`src/rtl/noc_params_pkg.sv`:
```
// Shared NoC parameters and flit types for the mesh and its network interfaces.
package noc_params;

   localparam int MESH_SIZE_X       = 4;
   localparam int MESH_SIZE_Y       = 4;
   localparam int DEST_ADDR_SIZE_X  = $clog2(MESH_SIZE_X);
   localparam int DEST_ADDR_SIZE_Y  = $clog2(MESH_SIZE_Y);
   localparam int ADDR_NETWORK      = 2;
   localparam int VC_NUM            = 2;
   localparam int VC_SIZE           = $clog2(VC_NUM);
   localparam int FLIT_DATA_SIZE    = 16;
   localparam int HEAD_PAYLOAD_SIZE = FLIT_DATA_SIZE - ADDR_NETWORK - DEST_ADDR_SIZE_X - DEST_ADDR_SIZE_Y;
   localparam int MAX_PACKET_LEN    = 16;

   typedef enum logic [1:0] {
      HEAD,
      BODY,
      TAIL,
      HEADTAIL
   } flit_label_t;

   // Head fields are sized so that head_data exactly overlays a body payload word.
   typedef struct packed {
      logic [ADDR_NETWORK-1:0]      sub_network;
      logic [DEST_ADDR_SIZE_X-1:0]  x_dest;
      logic [DEST_ADDR_SIZE_Y-1:0]  y_dest;
      logic [HEAD_PAYLOAD_SIZE-1:0] head_pl;
   } head_data_t;

   typedef union packed {
      head_data_t                head_data;
      logic [FLIT_DATA_SIZE-1:0] bt_pl;
   } flit_data_t;

   typedef struct packed {
      flit_label_t        flit_label;
      logic [VC_SIZE-1:0] vc_id;
      flit_data_t         data;
   } flit_t;

endpackage

```
`src/rtl/noc_packetizer_vc_selector.sv`:
```
// Picks one VC from the allocatable mask: lowest index by default, or round-robin
// after the last used VC when PACKETIZER_RR_VC_EN is defined.
module vc_selector
   import noc_params::*;
(
`ifdef PACKETIZER_RR_VC_EN
   input  logic               clk,
   input  logic               rst,
   input  logic               advance_i,
`endif
   input  logic [VC_NUM-1:0]  mask_i,
   output logic [VC_SIZE-1:0] vc_o,
   output logic               any_o
);

   assign any_o = |mask_i;

`ifdef PACKETIZER_RR_VC_EN
   logic [VC_SIZE-1:0] ptr_q;
   logic [VC_SIZE-1:0] ptr_d;

   always_comb begin
      ptr_d = ptr_q;
      if (advance_i) begin
         ptr_d = vc_o;
      end
   end

   always_ff @(posedge clk) begin
      if (rst) begin
         ptr_q <= '0;
      end else begin
         ptr_q <= ptr_d;
      end
   end

   // Scan from the farthest offset inward so the nearest candidate after ptr_q wins.
   always_comb begin
      vc_o = '0;
      for (int off = VC_NUM; off >= 1; off--) begin
         if (mask_i[(int'(ptr_q) + off) % VC_NUM]) begin
            vc_o = VC_SIZE'((int'(ptr_q) + off) % VC_NUM);
         end
      end
   end
`else
   always_comb begin
      vc_o = '0;
      for (int i = VC_NUM - 1; i >= 0; i--) begin
         if (mask_i[i]) begin
            vc_o = VC_SIZE'(i);
         end
      end
   end
`endif

endmodule

```
`src/rtl/noc_packetizer.sv`:
```
// Injection-side packetizer: turns a packet request plus payload stream into HEAD/BODY/TAIL flits
// for a router LOCAL port. Define PACKETIZER_RR_VC_EN for round-robin VC choice.
module noc_packetizer
   import noc_params::*;
#(
   parameter int MAX_LEN = MAX_PACKET_LEN,
   localparam int LEN_W  = $clog2(MAX_LEN + 1)
) (
   input  logic                         clk,
   input  logic                         rst,
   input  logic                         req_valid_i,
   output logic                         req_ready_o,
   input  logic [ADDR_NETWORK-1:0]      req_sub_network_i,
   input  logic [DEST_ADDR_SIZE_X-1:0]  req_x_i,
   input  logic [DEST_ADDR_SIZE_Y-1:0]  req_y_i,
   input  logic [HEAD_PAYLOAD_SIZE-1:0] req_head_pl_i,
   input  logic [LEN_W-1:0]             req_len_i,
   input  logic                         data_valid_i,
   output logic                         data_ready_o,
   input  logic [FLIT_DATA_SIZE-1:0]    data_pl_i,
   output flit_t                        flit_o,
   output logic                         valid_o,
   input  logic [VC_NUM-1:0]            is_on_off_i,
   input  logic [VC_NUM-1:0]            is_allocatable_i,
   output logic                         busy_o
);

   typedef enum logic [1:0] {
      ST_IDLE,
      ST_WAIT_VC,
      ST_HEAD,
      ST_BODY
   } state_t;

   state_t             state_q, state_d;
   logic [LEN_W-1:0]   len_q, len_d;
   logic [LEN_W-1:0]   rem_q, rem_d;
   logic [VC_SIZE-1:0] vc_q, vc_d;
   head_data_t         hdr_q, hdr_d;
   flit_t              flit_q, flit_d;
   logic               valid_q, valid_d;

   logic               on_cur;
   logic               vc_any;
   logic [VC_SIZE-1:0] vc_pick;
   logic               vc_latch;
   logic               head_fire;
   logic               body_fire;

   function automatic logic [LEN_W-1:0] norm_len(input logic [LEN_W-1:0] len);
      if (len == '0) begin
         return LEN_W'(1);
      end
      if (len > LEN_W'(MAX_LEN)) begin
         return LEN_W'(MAX_LEN);
      end
      return len;
   endfunction

   vc_selector u_vc_selector (
`ifdef PACKETIZER_RR_VC_EN
      .clk       (clk),
      .rst       (rst),
      .advance_i (vc_latch),
`endif
      .mask_i    (is_allocatable_i),
      .vc_o      (vc_pick),
      .any_o     (vc_any)
   );

   assign on_cur    = is_on_off_i[vc_q];
   assign vc_latch  = (state_q == ST_WAIT_VC) && vc_any;
   assign head_fire = (state_q == ST_HEAD) && on_cur;
   assign body_fire = (state_q == ST_BODY) && on_cur && data_valid_i;

   always_ff @(posedge clk) begin
      if (rst) begin
         state_q <= ST_IDLE;
      end else begin
         state_q <= state_d;
      end
   end

   always_comb begin
      state_d = state_q;
      case (state_q)
         ST_IDLE: begin
            if (req_valid_i) begin
               state_d = ST_WAIT_VC;
            end
         end
         ST_WAIT_VC: begin
            if (vc_any) begin
               state_d = ST_HEAD;
            end
         end
         ST_HEAD: begin
            if (head_fire) begin
               state_d = (len_q == LEN_W'(1)) ? ST_IDLE : ST_BODY;
            end
         end
         ST_BODY: begin
            if (body_fire && (rem_q == LEN_W'(1))) begin
               state_d = ST_IDLE;
            end
         end
         default: state_d = ST_IDLE;
      endcase
   end

   always_comb begin
      req_ready_o  = (state_q == ST_IDLE);
      busy_o       = (state_q != ST_IDLE);
      data_ready_o = 1'b0;
      if (state_q == ST_BODY) begin
         data_ready_o = on_cur;
      end
   end

   // The flit register only changes on a send, so flit_o holds its last value between pulses.
   always_comb begin
      len_d   = len_q;
      rem_d   = rem_q;
      vc_d    = vc_q;
      hdr_d   = hdr_q;
      flit_d  = flit_q;
      valid_d = 1'b0;

      if ((state_q == ST_IDLE) && req_valid_i) begin
         len_d             = norm_len(req_len_i);
         hdr_d.sub_network = req_sub_network_i;
         hdr_d.x_dest      = req_x_i;
         hdr_d.y_dest      = req_y_i;
         hdr_d.head_pl     = req_head_pl_i;
      end

      if (vc_latch) begin
         vc_d = vc_pick;
      end

      if (head_fire) begin
         valid_d                = 1'b1;
         flit_d.flit_label      = (len_q == LEN_W'(1)) ? HEADTAIL : HEAD;
         flit_d.vc_id           = vc_q;
         flit_d.data.head_data  = hdr_q;
         rem_d                  = len_q - LEN_W'(1);
      end

      if (body_fire) begin
         valid_d           = 1'b1;
         flit_d.flit_label = (rem_q == LEN_W'(1)) ? TAIL : BODY;
         flit_d.vc_id      = vc_q;
         flit_d.data.bt_pl = data_pl_i;
         rem_d             = rem_q - LEN_W'(1);
      end
   end

   always_ff @(posedge clk) begin
      if (rst) begin
         len_q   <= '0;
         rem_q   <= '0;
         vc_q    <= '0;
         hdr_q   <= '0;
         flit_q  <= '0;
         valid_q <= 1'b0;
      end else begin
         len_q   <= len_d;
         rem_q   <= rem_d;
         vc_q    <= vc_d;
         hdr_q   <= hdr_d;
         flit_q  <= flit_d;
         valid_q <= valid_d;
      end
   end

   assign flit_o  = flit_q;
   assign valid_o = valid_q;

endmodule

```
`config.mk`:
```
export PLATFORM = sky130hd
export DESIGN_NAME = noc_packetizer
export DESIGN_NICKNAME = d
export VERILOG_FILES = /design/src/rtl/noc_params_pkg.sv /design/src/rtl/noc_packetizer_vc_selector.sv /design/src/rtl/noc_packetizer.sv
export SDC_FILE = /design/constraint.sdc
export NUM_CORES = 1
export LEC_CHECK = 0
export ABC_CLOCK_PERIOD_IN_PS = 1650
export CORE_ASPECT_RATIO = 0.8
export CORE_MARGIN = 1
export CORE_UTILIZATION = 55
export DETAILED_ROUTE_END_ITERATION = 6
export DONT_BUFFER_PORTS = 1
export GPL_TIMING_DRIVEN = 0
export PLACE_DENSITY = 0.8
export SETUP_SLACK_MARGIN = 0.2
export SYNTH_ARGS = -nofsm -noshare
export SYNTH_HDL_FRONTEND = slang
export SYNTH_HIERARCHICAL = 1
export SYNTH_SLANG_ARGS = --single-unit
```
`constraint.sdc`:
```
create_clock -name clk -period 1.65 [get_ports clk]
set_input_delay 0.33 -clock clk [delete_from_list [all_inputs] [get_ports clk]]
set_output_delay 0.33 -clock clk [all_outputs]
set_load 0.02 [all_outputs]
```
==> results.sh, run 1 <==
export IMPL_status="complete, but fails checks"
export IMPL_violations="DRC"
export IMPL_max_stage_delay_ns=0.36
export IMPL_hp_start="data_pl_i[14]"
export IMPL_dieArea_um2=4089
export IMPL_dieWidth_um=71.24
export IMPL_grt_ovfl_total=0
export IMPL_post_drt_wl_per_cell_um=16.40
export IMPL_num_io_pins=68
export IMPL_period_needed_ns=1.510
export IMPL_synth_adder_area_share=0.02372
export IMPL_synthCells=252
export IMPL_synth_area_um2=2110
export IMPL_ys_types=45
export IMPL_cp_start_kind="flop"
export IMPL_antenna_cells=0
export IMPL_endpoint_kind="flop"
export IMPL_drtAntennaViolNets=0
export IMPL_hold_viol_final=0
export IMPL_drt_iter0_drc=130
export IMPL_yosysTopAreaCell="dfxtp_1"
export IMPL_viasPerCell=5.984
export IMPL_drive_gt1_frac=0.2022
export IMPL_remaining_drc_errors=5
export IMPL_rr_startpoint="vc_q"
export IMPL_synth_top_family_by_area="simple AND/OR/NAND/NOR gates"
export IMPL_vdd_drop_max_v=0.0007412
export IMPL_clk_pin_slew_ns=0.09
export IMPL_rsz0062_at_grt="yes"
export IMPL_cp_top_family="compound AO/OA/AOI/OAI gates"
export IMPL_final_util=0.7029
export IMPL_arrival_ns=1.71
export IMPL_antenna_found_initial=0
export IMPL_syn_nets=301
export IMPL_muxShareOfSynthArea=0.01661
export IMPL_ys_seq_area_frac=0.4650
export IMPL_tightest_slew_ns=0.5967
export IMPL_slew_headroom=0.6022
export IMPL_cts_buffers=5
export IMPL_cp_max_fo=7
export IMPL_max_freq_mhz=662.1
export IMPL_clock_path_buffers=2
export IMPL_cts_root_buf="clkbuf_8"
export IMPL_clock_skew_final_ns=0.005774
export IMPL_clk_latency_ns=0.30
export IMPL_nNetsFinal=315
export IMPL_port_buffers=0
export IMPL_ys_ff_latch=49
export IMPL_reg2reg_depth=5
export IMPL_syn_area_per_cell_um2=8.371
export IMPL_first_pass_iters=7
export IMPL_htree_levels=2
export IMPL_final_setup_tns_ns=0
export IMPL_fin_crit_sh=0.9154
export IMPL_cp_buffers_inverters=1
export IMPL_synth_top_area_share=0.4650
export IMPL_synth_edf_count=0
export IMPL_grt_pass1_vias=1742
export IMPL_min_to="flit_o[14]"
export IMPL_async_flop_share=0
export IMPL_final_max_slew_violation_count=0
export IMPL_cts_tree="yes"
export IMPL_dp_cells=294
export IMPL_grt_pass1_wl_mm=8.059
export IMPL_yosysMostFrequentCell="nand2_1"
export IMPL_synth_commonest_cells="77 x nand2_1, 49 x dfxtp_1, 24 x a21oi_1, 17 x a22oi_1, 10 x inv_1"
export IMPL_grt_max_degree=16
export IMPL_synth_ff_type="dfxtp_1"
export IMPL_reg2reg_to="rem_q[4]"
export IMPL_crit_chain="mux2_4 > and3_4 > buf_6 > a32o_1 > a41o_1"
export IMPL_rrSetupSlack_ns=0.14
export IMPL_whs_path_depth=2
export IMPL_clock_sinks=49
export IMPL_num_rows=19
export IMPL_synthSimpleGateAreaFrac=0.2384
export IMPL_routed_wl_mm=5.067
export IMPL_critPathSlowestCell="dfxtp_2"
export IMPL_cap_violations=0
export IMPL_die_h_um=57.40
export IMPL_fillCellCount=282
export IMPL_pwr_density_cell_nw_per_um2=1043
export IMPL_synthXorXnorAreaFrac=0.01246
export IMPL_hold_class="in2reg"
export IMPL_place_area_um2=2170
export IMPL_gp_congestion=0.8492
export IMPL_required_ns=1.85
export IMPL_via_count=1849
export IMPL_final_cell_area_um2=2490
export IMPL_initial_core_util=0.5955
export IMPL_yosysWarnings=6
export IMPL_instances_no_fill=309
export IMPL_dp_hpwl_mm=3.447
export IMPL_p_leak_uw=0.0009917
export IMPL_area_growth_pct=18.03
export IMPL_critical_path_class="reg2reg"
export IMPL_synth_compound_area_frac=0.1910
export IMPL_synth_area_leaders="dfxtp_1 47%, nand2_1 14%, a22oi_1 6.0%"
export IMPL_finalSetupViolations=0
export IMPL_grt_usage=0.2586
export IMPL_design_core_area_um2=3542
[report_power, final]
group	internal [uW]	leakage, uW	switching [uW]
combinational	163	0.000533	225
sequential	1240	0.000401	63.9
clock	493	0.0000574	409
total	1900	0.000992	697
[sequential cells by signal (all words and copies together) (netlist names)]
signal   cells
valid_o      1
flit_o      19
vc_q         1
state_q      2
rem_q        5
hdr_q       16
len_q        5
[worst register-to-register path: stages, from the launching register on]
cell,delay (ns)
dfxtp_2,0.36
mux2_4,0.36
and3_4,0.19
buf_6,0.12
a32o_1,0.19
a41o_1,0.19
[final cells by class]
class / count / area, um2 / share of cell area
Clock inverter: 2 / 37.54 / 0.01508
Clock buffer: 6 / 82.58 / 0.03317
Tap cell: 42 / 52.55 / 0.02111
Timing Repair Buffer: 7 / 52.55 / 0.02111
Buffer: 14 / 103.9 / 0.04171
Multi-Input combinational cell: 179 / 1131 / 0.4543
Sequential cell: 49 / 992.2 / 0.3985
Inverter: 10 / 37.54 / 0.01508
[metrics by stage]
| stage | hold slack [ns] | total power [uW] | setup WS (ns) |
|---|---|---|---|
| 6_report | 0.1508 | 2597 | 0.1397 |
| 2_1_floorplan | 0.4142 | 1564 | 0.1996 |
| 3_3_place_gp | 0.4244 | 1626 | -0.1052 |
| 3_5_place_dp | 0.4254 | 1638 | -0.1549 |
| 4_1_cts | 0.1513 | 2568 | 0.1024 |
| 5_1_grt | 0.1379 | 2716 | 0.09579 |
[how the worst max path moves through the flow]
| stage | from | slack (ns) | to | depth (start not counted) |
|---|---|---|---|---|
| after floorplan | vc_q | 0.20 | rem_q[4] | 5 |
| final | vc_q | 0.14 | rem_q[4] | 5 |
| after global routing | vc_q | 0.1 | rem_q[4] | 5 |
| after detailed placement | rem_q[0] | -0.15 | state_q[0] | 4 |
| after CTS | state_q[0] | 0.10 | data_ready_o | 3 |
| after global placement | rem_q[0] | -0.11 | state_q[1] | 5 |
[per-layer routing]
metal	global-route usage	wire (um)	vias up
li1	-	-	902
met1	0.3396	2210	854
met2	0.4068	2374	86
met3	0.08127	432	7
met4	0.08571	50	0
met5	0	0	-
[layout by cell type, fill, tap and decap left out, drive strengths merged, types with 3 or more instances in the layout]
| master | instances |
|---|---|
| a22oi | 17 |
| nor4b | 3 |
| o21ai | 3 |
| buf | 18 |
| ha | 4 |
| and3 | 3 |
| dfxtp | 49 |
| nand2 | 77 |
| nand3b | 3 |
| clkbuf | 9 |
| nor2 | 9 |
| inv | 10 |
| nand3 | 3 |
| a21oi | 24 |
[kinds of logic (layout without fill, tap and decap cells)]
logic type / after synthesis / in the layout
and+or+nand+nor: 110 / 110
buffers and inverters: 24 / 39
xor gates and xnor gates: 3 / 3
AOI/OAI and AO/OA: 59 / 59
muxes: 3 / 3
adders and majority gates: 4 / 4
DFF: 49 / 49
[timing repair]
action | CTS | global route
endpoints found under the setup margin | 38 | 37
cloned | 0 | 1
buffers inserted | 5 | 1
resized for setup | 26 | 25
pin swaps | 4 | 3
hold buffers | 0 | 0
No activity file was read; power rests on OpenSTA's default activity.
==> run 2, diff against run 1 <==
CORE_UTILIZATION = 39   (was 55)
PLACE_DENSITY = 0.63   (was 0.8)
==> run 2 against run 1 <==
Effect of this change: the run still ends with DRC left; clock skew fell by 0.00081 ns; cell count rose by 8.1%; first-iteration DRC count is 15% lower; non-clock buffer count rose by 5; register-to-register slack improved by 0.03 ns; global-route usage is 7.0 points lower; setup slack improved by 0.028 ns; clock-buffer cell count did not move; critical path depth stayed put; via count fell by 0.11%; critical endpoint unchanged.
==> results.sh, run 2 (synthesized netlist as in run 1, its figures left out) <==
export IMPL_p_int_uw=1920
export IMPL_num_io_pins=68
export IMPL_p_switching_uw=698.1
export IMPL_max_freq_mhz=674.6
export IMPL_slew_headroom=0.6206
export IMPL_finalSetupViolations=0
export IMPL_gp_congestion=0.8202
export IMPL_final_cell_mix="75 x nand2_1, 42 x dfxtp_1, 24 x a21oi_1"
export IMPL_dpl_worst_slack_ns=-0.08947
export IMPL_clk_pin_slew_ns=0.09
export IMPL_arrival_ns=1.68
export IMPL_num_rows=23
export IMPL_cts_buffers=5
export IMPL_hold_viol_final=0
export IMPL_comb_power_share=0.160
export IMPL_final_max_slew_violation_count=0
export IMPL_critical_path_class="reg2reg"
export IMPL_final_setup_tns_ns=0
export IMPL_port_buffers=0
export IMPL_first_pass_iters=6
export IMPL_area_growth_pct=21.65
export IMPL_largest_reg_flops=19
export IMPL_hold_class="in2reg"
export IMPL_drtAntennaViolNets=0
export IMPL_grt_max_degree=16
export IMPL_post_drt_wl_per_cell_um=16.25
export IMPL_status="complete, but fails checks"
export IMPL_p_leak_uw=0.001021
export IMPL_nNetsFinal=320
export IMPL_pwr_density_cell_nw_per_um2=1020
export IMPL_vdd_drop_max_v=0.0004745
export IMPL_violations="DRC"
export IMPL_sw_frac_of_total=0.2666
export IMPL_drive_gt1_frac=0.2169
export IMPL_htree_levels=2
export IMPL_grt_pass1_vias=1728
export IMPL_p_seq_frac=0.499
export IMPL_dieArea_um2=5709
export IMPL_cp_start_kind="flop"
export IMPL_power_uw=2619
export IMPL_viasPerCell=5.530
export IMPL_antenna_found_initial=0
export IMPL_remaining_drc_errors=12
export IMPL_clock_path_buffers=2
export IMPL_period_needed_ns=1.482
export IMPL_via_count=1847
export IMPL_cts_tree="yes"
export IMPL_grt_ovfl_total=0
export IMPL_routed_wl_mm=5.429
export IMPL_endpoint_kind="flop"
export IMPL_fillCellCount=493
export IMPL_dieWidth_um=84.23
export IMPL_drt_iter0_drc=110
export IMPL_layout_setup_ws_ns=0.1676
export IMPL_cts_root_buf="clkbuf_8"
export IMPL_die_h_um=67.78
export IMPL_layout_commonest_cell="nand2_1"
export IMPL_fin_crit_sh=0.8984
export IMPL_antenna_cells=0
export IMPL_grt_pass1_wl_mm=8.266
export IMPL_design_core_area_um2=5094
export IMPL_dp_hpwl_mm=3.599
export IMPL_clock_skew_final_ns=0.004965
export IMPL_tightest_slew_ns=0.5691
export IMPL_rsz0062_at_grt="yes"
export IMPL_cap_violations=0
export IMPL_required_ns=1.85
export IMPL_clock_sinks=49
export IMPL_clk_latency_ns=0.30
export IMPL_p_clk_frac=0.342
export IMPL_cp_max_fo=7
export IMPL_initial_core_util=0.4141
export IMPL_grt_usage=0.1886
-- run 2: cell types whose count changed in the layout (fill, tap and decap cells not counted), sizes merged --
cell	previous run	this run
buf	18	24
clkbuf	9	8
-- run 2: final cells by class --
type,count,area [um2],area share
inverter,10,37.54,0.01463
multi-input combinational,179,1130,0.4403
clock buffer,6,82.58,0.03218
sequential,49,997.2,0.3886
timing repair buffer,12,97.59,0.03803
tap,62,77.57,0.03023
clock inverter,2,37.54,0.01463
buffer,14,106.4,0.04144
-- run 2: per-stage QoR --
| stage | std cells | util | area (um2) | hold WS, ns |
|---|---|---|---|---|
| floorplan | 252 | - | 2117 | 0.4142 |
| global placement | 314 | 0.4309 | 2195 | 0.4264 |
| detailed placement | 314 | 0.4309 | 2195 | 0.4293 |
| CTS | 329 | 0.4795 | 2442 | 0.1466 |
| global route | 334 | 0.5038 | 2566 | 0.1425 |
| finish | 334 | 0.5038 | 2566 | 0.1467 |
-- run 2: path summary, 6_finish.rpt --
kind | start | cells past startpoint | endpoint | slack (ns)
min | req_head_pl_i[6] | 2 | hdr_q[6] | 0.15
max | vc_q | 5 | rem_q[4] | 0.17
max reg2reg | vc_q | 5 | rem_q[4] | 0.17
min reg2reg | hdr_q[0] | 2 | flit_o[0] | 0.44
-- run 2: critical path: stages, from the launching register on --
cell and delay (ns):
dfxtp_2 0.35, mux2_4 0.35, and3_4 0.16, buf_6 0.12, a32o_1 0.19, a41o_1 0.20
-- run 2: power groups by stage --
stage | Combinational [uW] | Sequential, uW | Clock (uW)
final | 418 | 1310 | 895
after global placement | 308 | 1330 | 0
after CTS | 355 | 1300 | 918
after floorplan | 249 | 1320 | 0
after detailed placement | 310 | 1330 | 0
after global routing | 463 | 1310 | 968
-- run 2: timing repair --
item                                    4_1_cts  5_1_grt
gates cloned                                  0        1
hold buffers                                  0        0
pin swaps                                     4        8
setup buffers                                 7        4
endpoints found under the setup margin       41       46
resized for setup                            23       31
-- run 2: routing by layer --
| layer | GRT usage | up-vias | share of wire |
|---|---|---|---|
| met5 | 0 | - | 0 |
| met4 | 0.07759 | 0 | 0.020 |
| met3 | 0.05868 | 11 | 0.078 |
| met2 | 0.3023 | 68 | 0.46 |
| met1 | 0.2390 | 865 | 0.45 |
| li1 | - | 903 | - |
==> run 3, diff against run 2 <==
DONT_BUFFER_PORTS = unset   (was 1)
PLACE_DENSITY = 0.79   (was 0.63)
==> run 3 against run 2 <==
Effect of this change: the run still ends with DRC left; critical path depth shrank 1; critical endpoint is now data_ready_o; highest routed layer unchanged; non-clock buffer count grew 69; sequential power is essentially flat.
==> results.sh, run 3 (synthesized netlist as in run 1, its figures left out) <==
export IMPL_clock_skew_final_ns=0.003334
export IMPL_rr_startpoint="vc_q"
export IMPL_arrival_ns=1.23
export IMPL_critPathSlowestCell="dfxtp_2"
export IMPL_multiInputGateArea_um2=1200
export IMPL_initial_core_util=0.4141
export IMPL_reg2reg_to="flit_o[8]"
export IMPL_final_max_slew_violation_count=0
export IMPL_max_stage_delay_ns=0.35
export IMPL_dieArea_um2=5709
export IMPL_cap_violations=0
export IMPL_period_needed_ns=1.560
export IMPL_via_count=2089
export IMPL_dieWidth_um=84.23
export IMPL_clock_sinks=49
export IMPL_num_io_pins=68
export IMPL_finalSetupViolations=0
export IMPL_fillCellCount=433
export IMPL_dp_hpwl_mm=4.045
export IMPL_violations="DRC"
export IMPL_area_growth_pct=55.16
export IMPL_nNetsFinal=389
export IMPL_pwr_density_cell_nw_per_um2=788.6
export IMPL_clk_pin_slew_ns=0.09
export IMPL_port_buffers=67
export IMPL_post_drt_wl_per_cell_um=14.75
export IMPL_antenna_cells=0
export IMPL_grt_ovfl_total=0
export IMPL_crit_end="data_ready_o"
export IMPL_antenna_found_initial=0
export IMPL_grt_usage=0.2168
export IMPL_critical_path_class="reg2out"
export IMPL_cts_tree="yes"
export IMPL_p_leak_uw=0.001388
export IMPL_largest_reg_flops=19
export IMPL_routed_wl_mm=5.943
export IMPL_cp_max_fo=4
export IMPL_gp_congestion=0.8349
export IMPL_layout_commonest_cell="nand2_1"
export IMPL_grt_pass1_vias=2007
export IMPL_htree_levels=2
export IMPL_cts_hold_buf=0
export IMPL_layout_setup_ws_ns=0.09035
export IMPL_instances_no_fill=403
export IMPL_drtAntennaViolNets=0
export IMPL_status="complete, but fails checks"
export IMPL_dpl_worst_slack_ns=-0.4882
export IMPL_required_ns=1.32
export IMPL_tightest_slew_ns=0.5054
export IMPL_reg2reg_depth=7
export IMPL_register_area_um2=997.2
export IMPL_fin_crit_sh=0.9452
export IMPL_cts_buffers=5
export IMPL_drt_iter0_drc=90
export IMPL_dp_cells=381
export IMPL_grt_pass1_wl_mm=9.473
export IMPL_slew_headroom=0.6631
export IMPL_viasPerCell=5.184
export IMPL_clock_path_buffers=2
export IMPL_vdd_drop_max_v=0.0004562
export IMPL_final_cell_mix="74 x nand2_1, 42 x dfxtp_1, 40 x clkdlybuf4s50_1"
export IMPL_grt_max_degree=16
export IMPL_die_h_um=67.78
export IMPL_first_pass_iters=6
export IMPL_cts_root_buf="clkbuf_8"
export IMPL_final_util=0.6426
export IMPL_crit_chain="mux2_4 > nand2_4 > nor2_2 > buf_6"
export IMPL_num_rows=23
export IMPL_rsz0062_at_grt="yes"
export IMPL_remaining_drc_errors=10
export IMPL_clk_latency_ns=0.30
export IMPL_drive_gt1_frac=0.2434
export IMPL_endpoint_kind="output pin"
export IMPL_rrSetupSlack_ns=0.11
export IMPL_design_core_area_um2=5094
export IMPL_crit_start="vc_q"
export IMPL_hold_class="reg2reg"
export IMPL_final_setup_tns_ns=0
export IMPL_max_freq_mhz=641.2
export IMPL_hold_viol_final=0
export IMPL_cp_start_kind="flop"
==> run 3: cell types whose count changed in the layout (fill, tap and decap cells not counted), sizes merged <==
cell / change
clkbuf: +2
buf: +3
bufinv: -1
dlygate4sd2: +24
clkdlybuf4s50: +40
clkinvlp: +1
==> run 3: repair_timing <==
item,CTS,global route
gates resized for setup,83,30
setup buffers,8,4
pin swaps,19,21
gates cloned,2,0
setup endpoints to repair,71,46
==> run 3: per-layer routing <==
layer,track usage,part of all wire,vias up
met1,0.2799,0.45,969
met3,0.04401,0.056,11
met4,0.07974,0.015,0
met5,0,0,-
met2,0.3648,0.48,60
li1,-,-,1049
==> run 3: metrics by stage <==
stage	hold WS, ns	total power [uW]	instance area, um2
finish	0.4451	2581	3273
global route	0.4710	2709	3273
CTS	0.4455	2533	3149
detailed placement	0.4292	1788	2865
global placement	0.4257	1772	2865
floorplan	0.4142	1564	2117
==> run 3: cell type report <==
cell class,count,share of cell area
plain buffers,14,0.03402
clock buffers,6,0.02217
clock inverters,2,0.004587
inverters,10,0.01147
multi-input cells,179,0.3666
flip-flops and latches,49,0.3047
well taps,62,0.02370
repair buffers,81,0.2328
==> run 3: how the worst min path moves through the flow <==
stage                     startpoint  cells past startpoint  slack [ns]         end
after floorplan            hdr_q[10]                      2        0.41  flit_o[10]
after global placement     hdr_q[12]                      2        0.43  flit_o[12]
after detailed placement   hdr_q[12]                      2        0.43  flit_o[12]
after CTS                   hdr_q[8]                      2        0.45   flit_o[8]
after global routing        hdr_q[1]                      2        0.47   flit_o[1]
final                      hdr_q[12]                      2        0.45  flit_o[12]
==> run 3: report_power, final <==
group / internal, uW / switching (uW) / leakage, uW
registers: 1240 / 54.9 / 0.000402
clock network: 299 / 413 / 0.0000374
logic: 291 / 279 / 0.000948
total: 1830 / 746 / 0.00139
==> run 3: critical path, delay by kind of cell (launching register included) <==
| family | cells | cell delay, ns |
|---|---|---|
| buffers and inverters | 1 | 0.13 |
| flip-flops | 1 | 0.35 |
| multiplexers | 1 | 0.34 |
| AND/OR/NAND/NOR | 2 | 0.11 |
